## src/rtl/msrv32_load_align_unit.sv

```systemverilog
// msrv32_load_align_unit: sequential load unit issuing aligned bus beats, extracting and extending load data.
// Ports: ms_riscv32_mp_clk_in/ms_riscv32_mp_rst_in (sync active-low reset); load_req_in, load_unsigned_in,
//   load_size_in, load_addr_in (request, sampled when lu_ready_out=1); ms_riscv32_mp_dmaddr_out,
//   ms_riscv32_mp_dmreq_out, ms_riscv32_mp_dmdata_in, ahb_ready_in, ahb_resp_in (data bus beat);
//   lu_ready_out, lu_valid_out, lu_output_out, lu_err_out (result).
// Build option: MSRV32_LOAD_MISALIGN_SPLIT_EN splits loads crossing a beat boundary into two beats;
//   without it such loads complete immediately with an error.
module msrv32_load_align_unit #(
   parameter int XLEN   = 32,
   parameter int ADDR_W = 32
) (
   input  logic              ms_riscv32_mp_clk_in,
   input  logic              ms_riscv32_mp_rst_in,
   input  logic              load_req_in,
   input  logic              load_unsigned_in,
   input  logic [1:0]        load_size_in,
   input  logic [ADDR_W-1:0] load_addr_in,
   output logic [ADDR_W-1:0] ms_riscv32_mp_dmaddr_out,
   output logic              ms_riscv32_mp_dmreq_out,
   input  logic [XLEN-1:0]   ms_riscv32_mp_dmdata_in,
   input  logic              ahb_ready_in,
   input  logic              ahb_resp_in,
   output logic              lu_ready_out,
   output logic              lu_valid_out,
   output logic [XLEN-1:0]   lu_output_out,
   output logic              lu_err_out
);
   localparam int BYTES = XLEN / 8;
   localparam int OFFW  = $clog2(BYTES);
   typedef enum logic [1:0] {IDLE, BEAT1, BEAT2, RESP} state_t;
   state_t            state, nxt;
   logic [ADDR_W-1:0] addr, base;
   logic [OFFW-1:0]   off;
   logic [1:0]        size;
   logic              uns, err, err_n, msb;
   logic [XLEN-1:0]   lo_buf, lo_n, hi_n, sh, mask, ext, out;
`ifdef MSRV32_LOAD_MISALIGN_SPLIT_EN
   logic [XLEN-1:0]   hi_buf;
`endif
   // true when the access runs past the end of its aligned beat
   function automatic logic crosses(input logic [OFFW-1:0] o, input logic [1:0] s);
      return (5'(o) + (5'd1 << s)) > 5'(BYTES);
   endfunction
   assign off  = addr[OFFW-1:0];
   assign base = {addr[ADDR_W-1:OFFW], OFFW'(0)};
   assign lu_ready_out  = state == IDLE;
   assign lu_valid_out  = state == RESP;
   assign lu_err_out    = lu_valid_out & err;
   assign lu_output_out = out;
   assign ms_riscv32_mp_dmreq_out  = state == BEAT1 || state == BEAT2;
   assign ms_riscv32_mp_dmaddr_out = state == BEAT1 ? base : state == BEAT2 ? base + ADDR_W'(BYTES) : '0;
   always_comb begin
      nxt   = state;
      err_n = err;
      lo_n  = lo_buf;
`ifdef MSRV32_LOAD_MISALIGN_SPLIT_EN
      hi_n  = hi_buf;
`else
      hi_n  = '0;
`endif
      case (state)
         IDLE: if (load_req_in) begin
            nxt   = BEAT1;
            err_n = 1'b0;
            if (load_size_in == 2'b11 && XLEN == 32) begin
               nxt   = RESP;
               err_n = 1'b1;
            end
`ifndef MSRV32_LOAD_MISALIGN_SPLIT_EN
            else if (crosses(load_addr_in[OFFW-1:0], load_size_in)) begin
               nxt   = RESP;
               err_n = 1'b1;
            end
`endif
         end
         BEAT1: if (ahb_ready_in) begin
            lo_n  = ms_riscv32_mp_dmdata_in;
            err_n = ahb_resp_in;
            nxt   = RESP;
`ifdef MSRV32_LOAD_MISALIGN_SPLIT_EN
            if (!ahb_resp_in && crosses(off, size)) nxt = BEAT2;
`endif
         end
`ifdef MSRV32_LOAD_MISALIGN_SPLIT_EN
         BEAT2: if (ahb_ready_in) begin
            hi_n  = ms_riscv32_mp_dmdata_in;
            err_n = ahb_resp_in;
            nxt   = RESP;
         end
`endif
         RESP:    nxt = IDLE;
         default: nxt = IDLE;
      endcase
   end
   // extraction works on the buffers as they will be after this edge, so the result
   // can be registered on the same edge that enters RESP
   always_comb begin
      sh   = XLEN'({hi_n, lo_n} >> {off, 3'b000});
      msb  = size == 2'd0 ? sh[7] : size == 2'd1 ? sh[15] : size == 2'd2 ? sh[31] : sh[XLEN-1];
      mask = size == 2'd0 ? XLEN'(8'hFF) : size == 2'd1 ? XLEN'(16'hFFFF) :
             size == 2'd2 ? XLEN'(32'hFFFF_FFFF) : '1;
      ext  = (sh & mask) | ({XLEN{~uns & msb}} & ~mask);
   end
   always_ff @(posedge ms_riscv32_mp_clk_in) begin
      if (!ms_riscv32_mp_rst_in) begin
         state  <= IDLE;
         addr   <= '0;
         size   <= '0;
         uns    <= 1'b0;
         err    <= 1'b0;
         lo_buf <= '0;
`ifdef MSRV32_LOAD_MISALIGN_SPLIT_EN
         hi_buf <= '0;
`endif
         out    <= '0;
      end else begin
         state  <= nxt;
         err    <= err_n;
         lo_buf <= lo_n;
`ifdef MSRV32_LOAD_MISALIGN_SPLIT_EN
         hi_buf <= hi_n;
`endif
         if (state == IDLE && load_req_in) begin
            addr <= load_addr_in;
            size <= load_size_in;
            uns  <= load_unsigned_in;
         end
         if (nxt == RESP) out <= err_n ? '0 : ext;
      end
   end
endmodule

```

## config.mk

```make
export PLATFORM = sky130hd
export DESIGN_NAME = msrv32_load_align_unit
export DESIGN_NICKNAME = d
export VERILOG_FILES = /design/src/rtl/msrv32_load_align_unit.sv
export SDC_FILE = /design/constraint.sdc
export NUM_CORES = 1
export LEC_CHECK = 0
export CAP_MARGIN = 0
export CELL_PAD_IN_SITES_DETAIL_PLACEMENT = 2
export CELL_PAD_IN_SITES_GLOBAL_PLACEMENT = 2
export CORE_ASPECT_RATIO = 1.1
export CORE_MARGIN = 2
export CORE_UTILIZATION = 31
export DETAILED_ROUTE_END_ITERATION = 6
export PLACE_DENSITY_LB_ADDON = 0.1
export SYNTH_ARGS = -nofsm -noshare
export SYNTH_HDL_FRONTEND = slang
export SYNTH_SLANG_ARGS = --single-unit
export TNS_END_PERCENT = 20
```

## constraint.sdc

```tcl
create_clock -name ms_riscv32_mp_clk_in -period 4.3 [get_ports ms_riscv32_mp_clk_in]
set_input_delay 1.29 -clock ms_riscv32_mp_clk_in [delete_from_list [all_inputs] [get_ports ms_riscv32_mp_clk_in]]
set_output_delay 1.29 -clock ms_riscv32_mp_clk_in [all_outputs]
set_load 0.02 [all_outputs]
```

### Word level (Yosys, flattened, before mapping)

Cells that the tools add are included.

* add/subtract/negate cells: 2
* order comparisons: 1
* eq/ne operators: 6
* shift-type cells: 2
* multiplexer cells: 19
* bitwise operators: 7
* reduce and logical (&&, ||, !) cells: 4

Operators with widths (number)
* 32-bit 2-to-1 mux: 7
* 32-bit bitwise AND: 2
* 32-bit by 3-bit adder with 32-bit output, second input constant: 1
* 32-bit inverter: 1
* 32-bit bitwise OR: 1
* 32-bit by 5-bit right shift with 32-bit output: 1
* 2-bit equality test, second input constant: 4
* 2-bit 2-to-1 mux: 4
* 1-bit 2-to-1 mux: 6
* 2-bit by 5-bit adder with 5-bit output: 1
* 5-bit by 3-bit greater-than comparator with 1-bit output, second input constant: 1
* 1-bit by 2-bit << shifter with 5-bit output, first input constant: 1
* 2-bit by 1-bit equality test with 1-bit output, second input constant: 2
* 2-bit zero test: 2
* 2-bit one-hot mux with 2 select lines: 1
* 1-bit bitwise AND: 2
* 1-bit one-hot mux with 2 select lines: 1
* 1-bit logical AND: 1
* 1-bit logical OR: 1
* 1-bit inverter: 1

* register bits: 102
* output and inout port bits: 68

### Logic depth before layout (Yosys ltp)

Gate-level depths: netlist of run 1.

* depth in word-level cells: 9
* depth in mapped cells: 11
* gate-level depth less buffers: 9

### Least setup slack after synthesis of run 1

No wires, ideal clock.

* path kind: register -> output
* start point: register state[1]
* end point: output ms_riscv32_mp_dmaddr_out[31]
* data arrival time: 2204 ps
* setup slack: 806 ps
* cell stages (with the launch flop): 9
* buffers on the path: 1
* cells stage by stage: dfxtp_1 -> inv_1 -> ha_1 -> buf_6 -> nand2b_1 -> nor3_2 -> nand3_1 -> or3_1 -> a21oi_1

* cells in the longest elaborated chain, start to end: 3
* elaborated cells between the ends (all ways): 4
* those cells by class: eq/ne: 2; mux: 2

Ends and longest elaborated chain
* start, declared: RTL line 31 `state_t state, nxt;`
* start signal, assigned: RTL line 117 `state <= nxt;`
* 2-bit equality test: RTL line 51 `assign ms_riscv32_mp_dmaddr_out = state == BEAT1 ? base : state == BEAT2 ? base + ADDR_W'(BYTES) : '0;`
* 32-bit 2-to-1 mux: RTL line 51
* 32-bit 2-to-1 mux (*): RTL line 51
* end, declared: RTL line 18 `output logic [ADDR_W-1:0] ms_riscv32_mp_dmaddr_out,`

Mark *: on every way between the ends. The rest lies on a longest branch, timed or not.

### Final worst setup path of run 1

* start point: register state[1]
* end point: output ms_riscv32_mp_dmaddr_out[25]

Same word-level chain as after synthesis.

==> results of run 1 <==
## worst max path at each step
| stage | start | end | cells after the start |
|---|---|---|---|
| after floorplan | state[1] | ms_riscv32_mp_dmaddr_out[31] | 8 |
| after global placement | load_size_in[1] | lu_output_out[11] | 11 |
| after detailed placement | load_size_in[1] | lu_output_out[12] | 10 |
| after CTS | state[1] | ms_riscv32_mp_dmaddr_out[31] | 8 |
| after global routing | state[1] | ms_riscv32_mp_dmaddr_out[21] | 9 |
| final | state[1] | ms_riscv32_mp_dmaddr_out[25] | 9 |
## state kept, by name (all words and copies together), names as in the netlist
signal         cells
state              2
err                1
lu_output_out     32
lo_buf            32
uns                1
addr              32
size               2
## area by class of cell
type	instances	area, um2
clock buffers	10	239.0
flip-flops and latches	102	2042
fillers	1847	9299
well taps	204	255.2
multi-input cells	435	2987
clock inverters	6	53.80
inverters	7	26.28
repair buffers	155	1529
## per-layer routing
| layer | wire length [um] | share of wire | vias up |
|---|---|---|---|
| li1 | - | - | 2286 |
| met1 | 7352 | 0.41 | 2364 |
| met2 | 9581 | 0.54 | 103 |
| met3 | 654 | 0.037 | 17 |
| met4 | 270 | 0.015 | 0 |
| met5 | 0 | 0 | - |
## power by group through the flow
stage          logic, W  registers [W]  clock network, W
6_report       0.000681        0.00109          0.000826
5_1_grt        0.000746        0.00110          0.000894
4_1_cts        0.000694        0.00109          0.000848
3_5_place_dp   0.000689        0.00111                 0
3_3_place_gp   0.000666        0.00110                 0
2_1_floorplan  0.000403        0.00109                 0
## stage by stage
stage | total power [W] | std cells | utilization | cell area (um2)
after detailed placement | 0.001797 | 903 | 0.4157 | 6830
after CTS | 0.002630 | 919 | 0.4335 | 7123
after global placement | 0.001769 | 903 | 0.4157 | 6830
after floorplan | 0.001497 | 584 | - | 5236
final | 0.002593 | 919 | 0.4341 | 7132
after global routing | 0.002739 | 919 | 0.4341 | 7132
## kinds of logic after synthesis
group / count (synthesis) / share of synthesized area
other cells: 1 / 0.0007167
fa+ha+maj: 8 / 0.02056
buf+inv: 47 / 0.04089
mux: 61 / 0.1217
xor+xnor: 25 / 0.04185
simple gates: 208 / 0.1966
flops: 102 / 0.3902
compound gates: 131 / 0.1875
## cells in the mapped netlist, drive strengths merged (2+ instances only)
| cell | number | area share |
|---|---|---|
| nor3 | 7 | 0.0098 |
| mux4 | 2 | 0.0086 |
| and2 | 3 | 0.0041 |
| ha | 7 | 0.017 |
| nor4 | 4 | 0.012 |
| inv | 6 | 0.0043 |
| o21a | 2 | 0.0029 |
| mux2i | 58 | 0.11 |
| a21oi | 10 | 0.0096 |
| nand4 | 11 | 0.013 |
| a22o | 18 | 0.030 |
| a211oi | 2 | 0.0029 |
| a21boi | 40 | 0.057 |
| a21bo | 8 | 0.015 |
| nand2 | 95 | 0.068 |
| and4 | 2 | 0.0033 |
| o2bb2ai | 16 | 0.027 |
| and3 | 4 | 0.0048 |
| xor2 | 20 | 0.033 |
| buf | 9 | 0.014 |
| xnor2 | 5 | 0.0084 |
| o22ai | 8 | 0.0096 |
| nor2 | 31 | 0.022 |
| nor2b | 31 | 0.037 |
| a21o | 3 | 0.0043 |
| o21ai | 16 | 0.015 |
| nand3 | 10 | 0.0096 |
| clkbuf | 31 | 0.022 |
| dfxtp | 102 | 0.39 |
| nand2b | 7 | 0.0084 |
## what timing repair did
action | in CTS | in global routing
resized for setup | 0 | 2
hold buffers | 0 | 0
setup endpoints to repair | 0 | 4
## worst reg2reg max path, cell delays in order, from the launching register on
cell and delay (ns):
dfxtp_1 0.37, inv_1 0.10, ha_1 0.16, buf_4 0.23, and2_4 0.30, buf_4 0.32, mux2i_1 0.53, mux2i_1 0.16
a21bo_2 0.24, a22o_1 0.17
==> flow_metrics.env, run 1 <==
export IMPL_cts_max_path_buffers=2
export IMPL_grt_max_degree=58
export IMPL_relSlewSlack=0.2184
export IMPL_period_share=0.9399
export IMPL_postRouteAntennaNets=0
export IMPL_grt_pass1_wl_um=28840
export IMPL_dieHeight_um=140.3
export IMPL_hold_class="reg2reg"
export IMPL_path_buf_inv=3
export IMPL_worst_ep_required_time_ns=3.01
export IMPL_routedWlPerCell_um=19.43
export IMPL_r2r_end="lu_output_out[22]"
export IMPL_htreeDepth=3
export IMPL_grtUsageMet3=0.03400
export IMPL_diodes=0
export IMPL_total_leakage_power_nw=2.643
export IMPL_use_met2=0.3777
export IMPL_crit_reg2reg_launch="state[1]"
export IMPL_power_frac_comb=0.263
export IMPL_setup_ws_ns=0.2585
export IMPL_peakVddDrop_v=0.0001896
export IMPL_drc=0
export IMPL_critPathKind="reg2out"
export IMPL_crit_arrival_ns=2.75
export IMPL_busiest_layer="met2"
export IMPL_synthCells=583
export IMPL_syn_area_per_cell_um2=8.975
export IMPL_skew_ns=0.01073
export IMPL_crit_chain="inv_1 > ha_1 > nand2b_1 > nor3_2 > buf_4 > nand3_1 > xor2_1 > nor2_1 > clkdlybuf4s50_1"
export IMPL_core_area_um2=16430
export IMPL_netlist_cell_type_count=54
export IMPL_switching_share=0.3290
export IMPL_yosysSeqAreaShare=0.3902
export IMPL_routed_wl_um=17860
export IMPL_layout_commonest_cell="clkdlybuf4s50_1"
export IMPL_grt_overflow_total=0
export IMPL_dieArea_um2=17940
export IMPL_reg2regPathDepth=9
export IMPL_start_util=0.3185
export IMPL_drt_first_pass_iters=4
export IMPL_power_density_nw_per_um2=363.6
export IMPL_gp_congestion=0.7926
export IMPL_maxCapViolations=0
export IMPL_gr_usage_met1=0.2397
export IMPL_netlist_area_um2=5233
export IMPL_worstHoldPathCells=1
export IMPL_crit_path_start_kind="flop"
export IMPL_dpl_worst_slack_ns=0.3176
export IMPL_rrSetupSlack_ns=1.64
export IMPL_synthFlopType="dfxtp_1"
export IMPL_crit_family="buffers and inverters"
export IMPL_antenna_found_initial=0
export IMPL_root_buffer="clkbuf_16"
export IMPL_syn_to_final_growth_pct=36.30
export IMPL_finalCriticalPeriod_ns=4.041
export IMPL_drive_above_1_share=0.07692
export IMPL_tightestPinTransition_ns=1.171
export IMPL_worstPathMaxFanout=6
export IMPL_status="finished, final reports clean"
export IMPL_cpMaxStageDelayCell="clkdlybuf4s50_1"
export IMPL_cts_setup_buffers=0
export IMPL_max_stage_delay_ns=0.64
export IMPL_intPower_w=0.001740
export IMPL_holdWs_ns=0.4744
export IMPL_io_pins=140
export IMPL_drtIter0Drc=136
export IMPL_async_flop_share=0
export IMPL_track_usage=0.2041
export IMPL_viasPerCell=5.190
export IMPL_worstSkewPairLatency_ns=0.36
export IMPL_die_w_um=127.9
export IMPL_fin_nets=790
export IMPL_setup_viol=0
export IMPL_setup_tns_ns=0
export IMPL_hp_start="lu_output_out[0]"
export IMPL_cts_tree="yes"
export IMPL_vias=4770
export IMPL_grt_pass1_vias=5326
export IMPL_cts_sinks=102
export IMPL_port_buffers=137
export IMPL_synth_seq_cells=102
export IMPL_hold_viol_final=0
export IMPL_p_switching_w=0.0008530
export IMPL_endpoint_kind="output pin"
export IMPL_seqPwrFrac=0.419
export IMPL_ys_warn_count=0
export IMPL_numCtsBuffers=9
export IMPL_hold_end="lu_output_out[0]"
export IMPL_rsz0062_at_grt="false"
export IMPL_slew_viol_final=0
export IMPL_rows=49
export IMPL_dpl_hpwl_um=13040
export IMPL_max_freq_mhz=247.4
export IMPL_p_clk_frac=0.318
export IMPL_clkTransAtPathRegs_ns=0.07
export IMPL_final_cell_mix="135 x clkdlybuf4s50_1, 102 x dfxtp_1, 95 x nand2_1, 58 x mux2i_1, 39 x a21boi_0"
export IMPL_synth_edf_count=0
Note: power is estimated with default switching activity, not from simulation.
==> run 2, diff against run 1 <==
--- a/config.mk
+++ b/config.mk
@@ -13,6 +13,7 @@
 export CORE_UTILIZATION = 31
 export DETAILED_ROUTE_END_ITERATION = 6
 export PLACE_DENSITY_LB_ADDON = 0.1
+export SLEW_MARGIN = 20
 export SYNTH_ARGS = -nofsm -noshare
 export SYNTH_HDL_FRONTEND = slang
 export SYNTH_SLANG_ARGS = --single-unit
==> run 2 against run 1 <==
Against the previous run: maximum frequency unchanged; global-route usage is the same; core utilization hardly changed.
==> flow_metrics.env, run 2 (synthesis results as in run 1) <==
export IMPL_status="finished, final reports clean"
export IMPL_crit_arrival_ns=2.75
export IMPL_cts_sinks=102
export IMPL_skew_ns=0.01073
export IMPL_drive_above_1_share=0.07832
export IMPL_clkTransAtPathRegs_ns=0.07
export IMPL_grt_max_degree=58
export IMPL_grt_pass1_wl_um=28840
export IMPL_rows=49
export IMPL_hp_start="lu_output_out[0]"
export IMPL_tightestPinTransition_ns=0.6427
export IMPL_cts_hold_fix_buffers=0
export IMPL_cts_setup_buffers=0
export IMPL_maxCapViolations=0
export IMPL_drtIter0Drc=136
export IMPL_cts_max_path_buffers=2
export IMPL_antenna_found_initial=0
export IMPL_hold_viol_final=0
export IMPL_worst_ep_required_time_ns=3.01
export IMPL_worstSkewPairLatency_ns=0.36
export IMPL_drt_first_pass_iters=4
export IMPL_vias=4770
export IMPL_grt_overflow_total=0
export IMPL_numCtsBuffers=9
export IMPL_diodes=0
export IMPL_p_switching_w=0.0008530
export IMPL_finalCriticalPeriod_ns=4.041
export IMPL_layoutNonFillerInstCount=919
export IMPL_crit_path_start_kind="flop"
export IMPL_core_area_um2=16430
export IMPL_power_density_nw_per_um2=363.5
export IMPL_switching_share=0.3290
export IMPL_crit_reg2reg_launch="state[1]"
export IMPL_dp_cells=903
export IMPL_reg2regPathDepth=9
export IMPL_worstPathMaxFanout=6
export IMPL_track_usage=0.2041
export IMPL_fin_nets=790
export IMPL_io_pins=140
export IMPL_rsz0062_at_grt="false"
export IMPL_grt_pass1_vias=5326
export IMPL_hold_class="reg2reg"
export IMPL_start_util=0.3185
export IMPL_gp_congestion=0.7926
export IMPL_peakVddDrop_v=0.0001896
export IMPL_endpoint_kind="output pin"
export IMPL_r2r_end="lu_output_out[22]"
export IMPL_final_util=0.4341
export IMPL_seqPwrFrac=0.419
export IMPL_setup_viol=0
export IMPL_viasPerCell=5.190
export IMPL_intPower_w=0.001740
export IMPL_syn_to_final_growth_pct=36.32
export IMPL_holdWs_ns=0.4744
export IMPL_port_buffers=137
export IMPL_slew_viol_final=0
export IMPL_rrSetupSlack_ns=1.64
export IMPL_max_freq_mhz=247.4
export IMPL_routed_wl_um=17860
export IMPL_htreeDepth=3
export IMPL_die_w_um=127.9
export IMPL_dieHeight_um=140.3
export IMPL_critPathKind="reg2out"
export IMPL_postCtsResizedCells=0
export IMPL_routedWlPerCell_um=19.43
export IMPL_relSlewSlack=0.5709
export IMPL_critPathLaunch="state[1]"
export IMPL_dpl_hpwl_um=13040
export IMPL_n_fill_cell=1846
export IMPL_drc=0
export IMPL_dieArea_um2=17940
export IMPL_layout_commonest_cell="clkdlybuf4s50_1"
export IMPL_p_clk_frac=0.318
export IMPL_final_cell_mix="135 x clkdlybuf4s50_1, 101 x dfxtp_1, 95 x nand2_1, 58 x mux2i_1, 39 x a21boi_0"
export IMPL_power_frac_comb=0.263
export IMPL_setup_tns_ns=0
export IMPL_root_buffer="clkbuf_16"
export IMPL_period_share=0.9399
export IMPL_cts_tree="yes"
export IMPL_total_leakage_power_nw=2.644
export IMPL_crit_end="ms_riscv32_mp_dmaddr_out[25]"
export IMPL_postRouteAntennaNets=0
## run 2: cell counts in the layout (fill, tap and decap cells not counted)
Identical to the previous run, type by type.
## run 2: final cells by class
cell class	count	area [um2]	area share
multi-input cells	435	2987	0.4187
clock inverters	6	53.80	0.007543
flip-flops and latches	102	2043	0.2864
repair buffers	155	1529	0.2143
clock buffers	10	239.0	0.03350
inverters	7	26.28	0.003684
well taps	204	255.2	0.03578
## run 2: worst max-delay path, stage by stage, from the launching register on
cell and delay (ns):
dfxtp_1 0.43, inv_1 0.09, ha_1 0.20, nand2b_1 0.21, nor3_2 0.26, buf_4 0.19
nand3_1 0.10, xor2_1 0.15, nor2_1 0.11, clkdlybuf4s50_1 0.64
## run 2: how the worst min path moves through the flow
stage               slack (ns)  cells after the start               end
floorplan                 0.44                      2        lo_buf[15]
global placement          0.45                      1  lu_output_out[7]
detailed placement        0.45                      1  lu_output_out[4]
CTS                       0.48                      1  lu_output_out[0]
global route              0.49                      1  lu_output_out[7]
finish                    0.47                      1  lu_output_out[0]
## run 2: through the flow
step / power (W) / worst slack, ns / cell area [um2]
3_3_place_gp: 0.001769 / 0.4731 / 6830
2_1_floorplan: 0.001497 / 0.8055 / 5236
5_1_grt: 0.002738 / 0.03794 / 7133
4_1_cts: 0.002630 / 0.01379 / 7123
3_5_place_dp: 0.001797 / 0.3176 / 6830
6_report: 0.002593 / 0.2585 / 7133
## run 2: metal layers
layer | part of all wire | global-route usage | up-vias
met5 | 0 | 0 | -
met3 | 0.037 | 0.03400 | 17
li1 | - | - | 2286
met2 | 0.54 | 0.3777 | 103
met4 | 0.015 | 0.05957 | 0
met1 | 0.41 | 0.2397 | 2364
## run 2: power groups by stage
stage	logic, W	registers, W	clock network [W]
2_1_floorplan	0.000403	0.00109	0
3_3_place_gp	0.000666	0.00110	0
3_5_place_dp	0.000689	0.00111	0
4_1_cts	0.000694	0.00109	0.000848
5_1_grt	0.000746	0.00110	0.000894
6_report	0.000681	0.00109	0.000826
==> run 3, diff against run 2 <==
--- a/config.mk
+++ b/config.mk
@@ -8,7 +8,7 @@
 export CAP_MARGIN = 0
 export CELL_PAD_IN_SITES_DETAIL_PLACEMENT = 2
 export CELL_PAD_IN_SITES_GLOBAL_PLACEMENT = 2
-export CORE_ASPECT_RATIO = 1.1
+export CORE_ASPECT_RATIO = 0.7
 export CORE_MARGIN = 2
 export CORE_UTILIZATION = 31
 export DETAILED_ROUTE_END_ITERATION = 6
==> run 3 against run 2 <==
Against the previous run: setup slack worse by 0.022 ns; critical endpoint is now ms_riscv32_mp_dmaddr_out[30]; combinational power increased by 2%; total power rose by 2.4%; routed wire length up 2.9%; die area about the same; sequential power hardly changed; flip-flop and latch count stayed put; cell area rose by 0.98%; global-route usage is 0.43 points higher.
==> flow_metrics.env, run 3 (synthesis results as in run 1) <==
export IMPL_postRouteAntennaNets=0
export IMPL_rows=39
export IMPL_cts_setup_buffers=0
export IMPL_tightestPinTransition_ns=1.078
export IMPL_power_total_w=0.002656
export IMPL_layout_commonest_cell="clkdlybuf4s50_1"
export IMPL_viasPerCell=4.990
export IMPL_setup_tns_ns=0
export IMPL_relSlewSlack=0.2803
export IMPL_crit_arrival_ns=2.77
export IMPL_hold_class="reg2reg"
export IMPL_setup_ws_ns=0.2368
export IMPL_p_clk_frac=0.329
export IMPL_die_w_um=159.3
export IMPL_drc=0
export IMPL_grt_max_degree=58
export IMPL_grt_pass1_wl_um=29570
export IMPL_numCtsBuffers=9
export IMPL_final_cell_mix="135 x clkdlybuf4s50_1, 102 x dfxtp_1, 95 x nand2_1, 58 x mux2i_1, 39 x a21boi_0"
export IMPL_drt_first_pass_iters=6
export IMPL_n_fill_cell=1813
export IMPL_critPathKind="reg2out"
export IMPL_start_util=0.3191
export IMPL_worstSkewPairLatency_ns=0.35
export IMPL_clkTransAtPathRegs_ns=0.08
export IMPL_p_switching_w=0.0008563
export IMPL_period_share=0.9449
export IMPL_dpl_worst_slack_ns=0.3185
export IMPL_dieHeight_um=112.7
export IMPL_max_freq_mhz=246.1
export IMPL_hold_viol_final=0
export IMPL_htreeDepth=3
export IMPL_maxCapViolations=0
export IMPL_cts_tree="yes"
export IMPL_antenna_found_initial=0
export IMPL_fin_nets=795
export IMPL_drive_above_1_share=0.08333
export IMPL_grt_pass1_vias=5193
export IMPL_seqPwrFrac=0.409
export IMPL_power_frac_comb=0.261
export IMPL_endpoint_kind="output pin"
export IMPL_cts_max_path_buffers=2
export IMPL_drtIter0Drc=184
export IMPL_diodes=0
export IMPL_finalCriticalPeriod_ns=4.063
export IMPL_routedWlPerCell_um=19.45
export IMPL_root_buffer="clkbuf_16"
export IMPL_dieArea_um2=17950
export IMPL_core_area_um2=16400
export IMPL_grt_overflow_total=0
export IMPL_power_density_nw_per_um2=368.8
export IMPL_total_leakage_power_nw=2.677
export IMPL_reg2regPathDepth=9
export IMPL_final_util=0.4393
export IMPL_worstPathMaxFanout=12
export IMPL_postCtsResizedCells=0
export IMPL_gp_congestion=0.7832
export IMPL_rsz0062_at_grt="false"
export IMPL_cts_sinks=102
export IMPL_status="finished, final reports clean"
export IMPL_worst_ep_required_time_ns=3.01
export IMPL_cts_hold_fix_buffers=0
export IMPL_port_buffers=137
export IMPL_switching_share=0.3224
export IMPL_slew_viol_final=0
export IMPL_track_usage=0.2084
export IMPL_syn_to_final_growth_pct=37.66
export IMPL_io_pins=140
export IMPL_worstHoldPathCells=1
export IMPL_intPower_w=0.001800
export IMPL_vias=4716
export IMPL_setup_viol=0
export IMPL_crit_path_start_kind="flop"
export IMPL_peakVddDrop_v=0.0002118
export IMPL_routed_wl_um=18380
export IMPL_dpl_hpwl_um=13570
export IMPL_skew_ns=0.01424
run 3: cell types whose count changed in the layout (fill, tap and decap cells not counted), sizes merged:
cell      change
clkinvlp      -2
bufinv        +1
clkinv        +1
buf           +5
run 3: layout make-up:
cell class                      instances  area (um2)  share of cell area
Sequential cell                       102        2042              0.2835
Inverter                                7       26.28            0.003648
Tap cell                              225       281.5             0.03908
Multi-Input combinational cell        435        2983              0.4141
Timing Repair Buffer                  160        1554              0.2157
Clock inverter                          6       77.57             0.01077
Clock buffer                           10       239.0             0.03318
run 3: worst paths after layout:
| check | startpoint | end | slack, ns |
|---|---|---|---|
| hold / removal | lu_output_out[4] | lu_output_out[4] | 0.48 |
| setup / recovery | addr[9] | ms_riscv32_mp_dmaddr_out[30] | 0.24 |
| setup reg to reg | state[1] | lu_output_out[18] | 1.56 |
| hold reg to reg | lu_output_out[4] | lu_output_out[4] | 0.48 |
run 3: routing by layer:
layer / up-vias / routed length [um] / global-route usage
met5: - / 0 / 0
met4: 0 / 116 / 0.03636
met3: 8 / 538 / 0.04032
met2: 78 / 7856 / 0.3197
met1: 2325 / 9870 / 0.3076
li1: 2305 / - / -
run 3: worst max-delay path, stage by stage (launching register included):
cell	delay (ns)
dfxtp_1	0.46
nand4_1	0.29
nor4_2	0.38
buf_4	0.24
nand4_1	0.12
xor2_1	0.16
nor2_1	0.14
clkdlybuf4s50_1	0.63
run 3: metrics by stage:
stage	instances	instance area [um2]	hold WS (ns)
2_1_floorplan	584	5236	0.4405
3_3_place_gp	929	6884	0.4523
3_5_place_dp	929	6884	0.4556
4_1_cts	945	7201	0.4834
5_1_grt	945	7203	0.4910
6_report	945	7203	0.4791
run 3: power by group through the flow:
| stage | Combinational, W | Sequential, W | Clock, W |
|---|---|---|---|
| 2_1_floorplan | 0.000403 | 0.00109 | 0 |
| 3_3_place_gp | 0.000667 | 0.00110 | 0 |
| 3_5_place_dp | 0.000693 | 0.00111 | 0 |
| 4_1_cts | 0.000700 | 0.00109 | 0.000894 |
| 5_1_grt | 0.000759 | 0.00110 | 0.000937 |
| 6_report | 0.000694 | 0.00109 | 0.000875 |
